`config.mk`:
```
export PLATFORM = sky130hd
export DESIGN_NAME = led_manager
export DESIGN_NICKNAME = d
export VERILOG_FILES = /design/src/rtl/led_manager_pkg.sv /design/src/rtl/activity_detector.sv /design/src/rtl/led_manager.sv
export SDC_FILE = /design/constraint.sdc
export NUM_CORES = 1
export LEC_CHECK = 0
export CORE_ASPECT_RATIO = 1.5
export CORE_MARGIN = 3
export CORE_UTILIZATION = 51
export DETAILED_ROUTE_END_ITERATION = 8
export PLACE_DENSITY = 0.91
export RECOVER_POWER = 50
export SETUP_SLACK_MARGIN = 0.4
export SYNTH_ARGS = -nofsm -noshare
export SYNTH_HDL_FRONTEND = slang
export SYNTH_SLANG_ARGS = --single-unit
```
`constraint.sdc`:
```
create_clock -name clk -period 3.17 [get_ports clk]
set_clock_uncertainty 0.1 [all_clocks]
set_input_delay 0.317 -clock clk [delete_from_list [all_inputs] [get_ports clk]]
set_output_delay 0.317 -clock clk [all_outputs]
set_load 0.02 [all_outputs]
```
`src/rtl/led_manager_pkg.sv`:
```
// rtl/led_manager_pkg.sv - shared constants for the LED manager
// Purpose: LED bit positions for both display views and the default
//          activity-indicator hold time.
// Ports:   none (package).
package led_manager_pkg;

    localparam int ACT_TIMEOUT_DEFAULT = 1024;

    // Status view field positions
    localparam int LED_CM_ERR_LSB   = 12;
    localparam int LED_UART_ERR_LSB = 10;
    localparam int LED_VGA_ACT      = 9;
    localparam int LED_UART_ACT     = 8;

    // Shared by both views
    localparam int LED_CFG_LSB      = 0;

    // Debug view field position
    localparam int LED_DBG_BYTE_LSB = 8;

endpackage

```
`src/rtl/activity_detector.sv`:
```
// rtl/activity_detector.sv - synchronise, edge-detect and hold an activity flag
// Purpose: samples a foreign signal (e.g. a clock) as data through a 2-flop
//          synchroniser, detects either edge, and holds an activity flag for
//          TIMEOUT-1 cycles after the last edge.
// Ports:   clk, rst (async active-high), sig_in (monitored signal),
//          active_next (activity flag as it will be after this edge).
module activity_detector
    import led_manager_pkg::*;
#(
    parameter int TIMEOUT = ACT_TIMEOUT_DEFAULT
) (
    input  logic clk,
    input  logic rst,
    input  logic sig_in,
    output logic active_next
);

    localparam int CNT_W = (TIMEOUT > 1) ? $clog2(TIMEOUT) : 1;
    localparam logic [CNT_W-1:0] RELOAD = CNT_W'(TIMEOUT - 1);

    logic             sync1_q, sync1_d;
    logic             sync2_q, sync2_d;
    logic             last_q,  last_d;
    logic [CNT_W-1:0] cnt_q,   cnt_d;
    logic             edge_seen;

    always_comb begin
        sync1_d   = sig_in;
        sync2_d   = sync1_q;
        last_d    = sync2_q;
        edge_seen = sync2_q ^ last_q;
        cnt_d     = cnt_q;
        if (edge_seen) begin
            cnt_d = RELOAD;
        end else if (cnt_q != '0) begin
            cnt_d = cnt_q - CNT_W'(1);
        end
        // The top registers the LEDs from next-state, so expose the flag
        // that the counter will carry after this edge.
        active_next = (cnt_d != '0);
    end

    always_ff @(posedge clk or posedge rst) begin
        if (rst) begin
            sync1_q <= 1'b0;
            sync2_q <= 1'b0;
            last_q  <= 1'b0;
            cnt_q   <= '0;
        end else begin
            sync1_q <= sync1_d;
            sync2_q <= sync2_d;
            last_q  <= last_d;
            cnt_q   <= cnt_d;
        end
    end

endmodule

```
`src/rtl/led_manager.sv`:
```
// rtl/led_manager.sv - board LED status / debug display
// Purpose: keeps sticky CM and UART error flags (cleared on a configuration
//          change), the last received UART byte, and VGA/UART clock activity
//          flags, and muxes them onto 16 registered LEDs.
// Ports:   clk, rst (async active-high), UART_data_debug_switch (1 = debug),
//          clkVGA/clkUART (monitored as data), UART_data/_valid,
//          CM_errors/_valid, UART_errors/_valid, config_notification,
//          leds (registered output).
module led_manager
    import led_manager_pkg::*;
#(
    parameter int ACT_TIMEOUT = ACT_TIMEOUT_DEFAULT
) (
    input  logic        clk,
    input  logic        rst,
    input  logic        UART_data_debug_switch,
    input  logic        clkVGA,
    input  logic        clkUART,
    input  logic [7:0]  UART_data,
    input  logic        UART_data_valid,
    input  logic [3:0]  CM_errors,
    input  logic        CM_errors_valid,
    input  logic [1:0]  UART_errors,
    input  logic        UART_errors_valid,
    input  logic [7:0]  config_notification,
    output logic [15:0] leds
);

    logic [3:0]  cm_err_q,    cm_err_d;
    logic [1:0]  uart_err_q,  uart_err_d;
    logic [7:0]  last_byte_q, last_byte_d;
    logic [7:0]  cfg_q,       cfg_d;
    logic [15:0] leds_q,      leds_d;
    logic        cfg_changed;
    logic        vga_active_next;
    logic        uart_active_next;

    activity_detector #(.TIMEOUT(ACT_TIMEOUT)) u_vga_activity (
        .clk         (clk),
        .rst         (rst),
        .sig_in      (clkVGA),
        .active_next (vga_active_next)
    );

    activity_detector #(.TIMEOUT(ACT_TIMEOUT)) u_uart_activity (
        .clk         (clk),
        .rst         (rst),
        .sig_in      (clkUART),
        .active_next (uart_active_next)
    );

    always_comb begin
        cfg_changed = (config_notification != cfg_q);
        cfg_d       = config_notification;

        // Clear first, then OR, so errors arriving with a config change survive.
        cm_err_d   = cfg_changed ? 4'b0000 : cm_err_q;
        uart_err_d = cfg_changed ? 2'b00   : uart_err_q;
        if (CM_errors_valid) begin
            cm_err_d = cm_err_d | CM_errors;
        end
        if (UART_errors_valid) begin
            uart_err_d = uart_err_d | UART_errors;
        end

        last_byte_d = UART_data_valid ? UART_data : last_byte_q;

        leds_d = 16'h0000;
        leds_d[LED_CFG_LSB +: 8] = cfg_d;
        if (UART_data_debug_switch) begin
            leds_d[LED_DBG_BYTE_LSB +: 8] = last_byte_d;
        end else begin
            leds_d[LED_CM_ERR_LSB +: 4]   = cm_err_d;
            leds_d[LED_UART_ERR_LSB +: 2] = uart_err_d;
            leds_d[LED_VGA_ACT]           = vga_active_next;
            leds_d[LED_UART_ACT]          = uart_active_next;
        end
    end

    always_ff @(posedge clk or posedge rst) begin
        if (rst) begin
            cm_err_q    <= '0;
            uart_err_q  <= '0;
            last_byte_q <= '0;
            cfg_q       <= '0;
            leds_q      <= '0;
        end else begin
            cm_err_q    <= cm_err_d;
            uart_err_q  <= uart_err_d;
            last_byte_q <= last_byte_d;
            cfg_q       <= cfg_d;
            leds_q      <= leds_d;
        end
    end

    assign leds = leds_q;

endmodule

```
Word-level counts from Yosys, hierarchy flattened

Index checks and enable logic that the tools add are counted.

Bits in registers: 64
Bits of input ports: 30
Logic and storage cells: 34
Output and inout bits: 16

Equal/unequal tests: 1
Mux-type cells: 10
Reductions and logical operators: 4
Bitwise logic cells: 4
$add $sub $neg: 2

Operator list:

| kind                                               | count |
|---|---|
| 2-to-1 mux 10 bit                                  | 4 |
| nonzero test 10 bit                                | 4 |
| subtractor 10 x 1 -> 10 bit, second input constant | 2 |
| 2-to-1 mux 8 bit                                   | 2 |
| 2-to-1 mux 4 bit                                   | 2 |
| != test 8 bit                                      | 1 |
| 2-to-1 mux 2 bit                                   | 2 |
| bitwise OR 4 bit                                   | 1 |
| bitwise OR 2 bit                                   | 1 |
| bitwise XOR 1 bit                                  | 2 |

Longest topological paths before layout

Depth after elaboration: 5
Mapped depth: 7
Depth with buffers taken out: 7

Modules after synthesis

From an unflattened synthesis, not the netlist that was laid out.

Cell total of the unflattened synthesis: 225
Area, all modules: 2519.9 um2

Modules (own cells, without submodules):

| module            | cells each | seq. area each (um2) | area an instance (um2) | times used |
|---|---|---|---|---|
| activity_detector | 70         | 325.3                | 676.9                  | 2 |
| led_manager       | 85         | 750.7                | 1166.1                 | 1 |

Worst setup path before layout

Ideal clock, no wire load.

Path type: reg-to-reg
Start: reg u_vga_activity.cnt_q[2]
End: reg leds_q[9] (netlist: leds[9])
Cell stages (with the launch flop): 6
Arrival time: 2.027 ns
Data required time: 2.940 ns
Clock period less this slack: 2.256 ns
Setup slack: 0.914 ns
Path buffers: 0
Cell sequence: dfrtp_1 or4_4 or4_1 a221o_1 nor4b_2 a2bb2oi_1

Cells in the longest elaborated chain, start to end: 5

Ends and longest elaborated chain:

| item                                                                      | line                                             | RTL |
|---|---|---|
| from (decl)                                                               | activity_detector.sv:24                          | `logic [CNT_W-1:0] cnt_q, cnt_d;` |
| from (signal assigned)                                                    | activity_detector.sv:53                          | `cnt_q <= cnt_d;` |
| subtractor 10 x 1 -> 10 bit / nonzero test 10 bit (equally long branches) | activity_detector.sv:36, activity_detector.sv:35 |  |
| 2-to-1 mux 10 bit (*)                                                     | activity_detector.sv:35                          | `end else if (cnt_q != '0) begin` |
| 2-to-1 mux 10 bit (*)                                                     | activity_detector.sv:33                          | `if (edge_seen) begin` |
| via u_vga_activity.cnt_d[9]                                               | activity_detector.sv:24                          |  |
| nonzero test 10 bit (*)                                                   | activity_detector.sv:40                          | `active_next = (cnt_d != '0);` |
| 2-to-1 mux 8 bit (*)                                                      | led_manager.sv:70                                | `if (UART_data_debug_switch) begin` |
| via leds_d[9]                                                             | led_manager.sv:33                                | `logic [15:0] leds_q, leds_d;` |
| to (signal assigned)                                                      | led_manager.sv:92                                | `leds_q <= leds_d;` |
| to (decl)                                                                 | led_manager.sv:33                                |  |

Mark *: on every way through the listed nets, which the timed path passes. The rest lies on a longest branch.

Final worst setup path

Start: reg u_vga_activity.cnt_q[0]
End: reg leds_q[9] (netlist: leds[9])

Cells in the longest elaborated chain, start to end: 5

Ends and longest elaborated chain:

| item                                                                      | line |
|---|---|
| subtractor 10 x 1 -> 10 bit / nonzero test 10 bit (equally long branches) | activity_detector.sv:36, activity_detector.sv:35 |
| 2-to-1 mux 10 bit (*)                                                     | activity_detector.sv:35 |
| 2-to-1 mux 10 bit (*)                                                     | activity_detector.sv:33 |
| nonzero test 10 bit (*)                                                   | activity_detector.sv:40 |
| 2-to-1 mux 8 bit (*)                                                      | led_manager.sv:70 |
| via leds_d[9]                                                             | led_manager.sv:33 |

Marked as above.

==> results.md <==
- Status: finished clean
- M3 GR Usage: 0.0413
- RePlAce Congestion: 0.889
- Area growth from synthesis to final layout: 26.9%
- CTS tree: done
- Total Power: about 0.0015 W
- Skew-Pair Late Insertion Delay: between 0.3 and 0.4 ns
- Total CTS buffers: 5
- Reg-to-Reg Start: u_vga_activity.cnt_q[0]$_DFF_PP0_
- Peak supply drop: 0.288 mV
- Kind of critical path: flop to flop
- Area leader, netlist: dfrtp_1
- # Post-CTS Setup Buffers: 0
- Ratio of final minimum period to clock period: 0.796
- # setup viols final: 0
- PwrDens: between 400 and 500 nW/um2
- Switching Fraction: 0.228
- Final hold violation count: 0
- Vias: 1766
- Number of global-route vias before repair: between 1500 and 2000
- Num ports: 46
- FILL cells: 330
- IO Port Bufs: 45
- Critical path depth: 7
- Slew Limit Fails: 0
- Cells after Synth: 199
- Post-synth top area share: 0.581
- DR iter-0 viols: 117
- Grt ovf: 0
- Asr flop ratio synth: 1.00
- Required @ worst endpoint: between 3 and 4 ns
- Number of synthesized register bits: between 50 and 60
- Cell Rows: 30
- Net switching power: 0.000348 W
- Drt drc: 0
- Final hold slack: between 0.2 and 0.3 ns
- M2 GR Usage: 0.364
- CP Cell Sequence: inv_1, ha_1, or4b_1, nor3_1, nand4_1, a211oi_1, a2bb2oi_1
- CTS max path bufs: 2
- Warnings, synthesis: 0
- Reg-to-Reg End: leds[9]$_DFF_PP0_
- Area contributors post-synth: dfrtp_1, mux2_2, xnor2_1
- H-tree levels: 2
- Die area: approximately 5600 um2
- Worst Path Arrival: 2.61 ns
- Routing usage on met1: 0.221
- Measured slew at the worst slew-check pin: ~0.82 ns
- CP top delay family: simple AND/OR/NAND/NOR gates
- Hold Path Origin: u_vga_activity.sync1_q$_DFF_PP0_
- Sequential share of power: 0.515
- Die H: roughly 90 um
- Worst-case reg-to-reg path depth: 7
- Global-route wire length before repair: ~8.9 mm
- Setup_tns: 0 ns
- Vias per cell: 5.68
- Crit path max fanout: 7
- Hold EP: u_vga_activity.last_d$_DFF_PP0_
- Max Cap Violations: 0
- Slowest stage cell, crit path: or4b_1
- R2r setup slk: 0.65 ns
- Final min period: 2.52 ns
- Number of antenna-violating nets in the routed design: 0
- Netlist cell types: 41
- Initial antenna violation count: 0
- CTS Hold Bufs: 0
- Largest net degree at the start of global routing: 35
- Share of cells above drive strength 1: 0.105
- Slowest stage delay, CP: 0.56 ns
- Fmax: ~400 MHz
- WL/cell: 16.5 um
- Sequential area share after synthesis: 0.581
- Main synth FF type: dfrtp_1
- Clk root buf: clkbuf_8
- TritonCTS Sinks: 56
- Total GRT Usage: 0.201
- Worst setup EP type: flop
- Hold Path Depth: 0
- Clk pwr share: 0.347
- Syn Std Cell Area: 2410 um2
- Combinational share of power: 0.138
- RSZ-0062 raised after global routing: false
- Busiest grt layer: met2
- Die Wd: between 60 and 70 um
- Hpwl dp: 3.84 mm
- Worst Hold Class: flop to flop
- Core Region: ~4500 um2
- Critical path launch point type: flop
- Clock Pin Slew Worst Setup and Hold Paths: 0.09 ns
- Mean Syn Cell Area: 12.1 um2
- Routed WL: ~5.1 mm
- Leakage power: 1.14 nW
- Diode count: 0
- Final #Nets: roughly 280
- Initial Utilization: 0.531
- Drt first pass iters: 4
- Relative slew slack: 0.450
- CTS resizes: 0
- Net Count, Synth: 231
- EDFF count, synth: 0
- Worst Path Buf+Inv: 1
- Cell Int Power: 0.00118 W
## worst max path at each step
stage,startpoint,endpoint
6_report,u_vga_activity.cnt_q[0]$_DFF_PP0_,leds[9]$_DFF_PP0_
5_1_grt,u_vga_activity.cnt_q[0]$_DFF_PP0_,leds[9]$_DFF_PP0_
4_1_cts,u_vga_activity.cnt_q[0]$_DFF_PP0_,leds[9]$_DFF_PP0_
3_5_place_dp,u_vga_activity.cnt_q[0]$_DFF_PP0_,leds[9]$_DFF_PP0_
3_3_place_gp,u_vga_activity.cnt_q[0]$_DFF_PP0_,leds[9]$_DFF_PP0_
2_1_floorplan,u_vga_activity.cnt_q[2]$_DFF_PP0_,leds[9]$_DFF_PP0_
## synthesized netlist by cell type, types with 3 or more instances
cell      count
dfrtp_1      56
nand2_1      15
mux2_2       14
xnor2_1      13
or3_1         9
a22o_1        6
inv_1         6
nor2_1        6
a21oi_1       5
clkbuf_1      5
nor3_1        5
o21ai_0       5
nand4_1       4
or4_1         4
a211oi_1      3
mux2i_1       3
nand2b_1      3
nor2b_1       3
nor4_1        3
o211ai_1      3
## layout make-up
class                      count  area [um2]  share of cell area
sequential                    56        1400               0.458
multi-input combinational    131         966               0.315
timing repair buffer          47         463               0.151
tap                           64        80.1              0.0262
clock buffer                   5        68.8              0.0225
clock inverter                 2        60.1              0.0196
inverter                       6        22.5             0.00736
## power groups by stage
stage | sequential (W) | clock [W] | combinational, W
final | 0.000785 | 0.000528 | 0.000211
after CTS | 0.000784 | 0.000540 | 0.000217
after global placement | 0.000795 | 0 | 0.000204
after global routing | 0.000791 | 0.000571 | 0.000230
after floorplan | 0.000812 | 0 | 0.0000980
after detailed placement | 0.000798 | 0 | 0.000215
## layout by cell type, fill, tap and decap left out, drive strengths merged, types with 2 or more instances in the layout
| master | Yosys | final |
|---|---|---|
| nor3 | 5 | 5 |
| o211ai | 3 | 3 |
| xnor2 | 13 | 13 |
| nand2 | 15 | 15 |
| o21ai | 5 | 5 |
| or3 | 9 | 9 |
| o311ai | 3 | 3 |
| nor2 | 6 | 6 |
| nor4 | 3 | 3 |
| nand4 | 4 | 4 |
| o31ai | 2 | 2 |
| inv | 6 | 6 |
| xor2 | 2 | 2 |
| or4b | 3 | 3 |
| bufinv | 0 | 2 |
| nand4b | 2 | 2 |
| a22o | 6 | 6 |
| mux2i | 3 | 3 |
| nor2b | 3 | 3 |
| dlygate4sd3 | 0 | 12 |
| clkdlybuf4s50 | 0 | 33 |
| ha | 2 | 2 |
| or2 | 2 | 2 |
| or4 | 5 | 5 |
| clkbuf | 5 | 6 |
| dfrtp | 56 | 56 |
| a21oi | 5 | 5 |
| nand2b | 3 | 3 |
| mux2 | 14 | 14 |
| a211oi | 3 | 3 |
## per-layer routing
| metal | up-vias | share of wire |
|---|---|---|
| met5 | - | 0 |
| met4 | 0 | 0.029 |
| met3 | 12 | 0.039 |
| met2 | 57 | 0.57 |
| met1 | 870 | 0.36 |
| li1 | 827 | - |
## sequential cells by signal, summed over array words and instances (netlist names)
signal and count:
u_vga_activity.last_d 1, last_byte_q 8, u_uart_activity.last_d 1, uart_err_q 2, u_vga_activity.cnt_q 10, u_vga_activity.last_q 1
u_vga_activity.sync1_q 1, u_uart_activity.cnt_q 10, u_uart_activity.last_q 1, leds 16, cm_err_q 4, u_uart_activity.sync1_q 1
## cells by family (layout without fill, tap and decap cells)
group / count (synthesis) / after routing / synth area share
adders and majority gates: 2 / 2 / 0.0104
xor gates and xnor gates: 15 / 15 / 0.0545
AOI/OAI and AO/OA: 34 / 34 / 0.104
muxes: 17 / 17 / 0.0778
DFF: 56 / 56 / 0.581
buffers and inverters: 12 / 60 / 0.0187
and+or+nand+nor: 63 / 63 / 0.154
## stage by stage
step / instance area, um2 / cells / setup slack (ns) / util
2_1_floorplan: 2410 / 199 / 0.914 / -
5_1_grt: 3060 / 311 / 0.461 / 0.674
3_3_place_gp: 2940 / 304 / 0.853 / 0.646
3_5_place_dp: 2940 / 304 / 0.680 / 0.646
6_report: 3060 / 311 / 0.647 / 0.674
4_1_cts: 3060 / 311 / 0.660 / 0.675
Note: power is estimated with default switching activity, not from simulation.
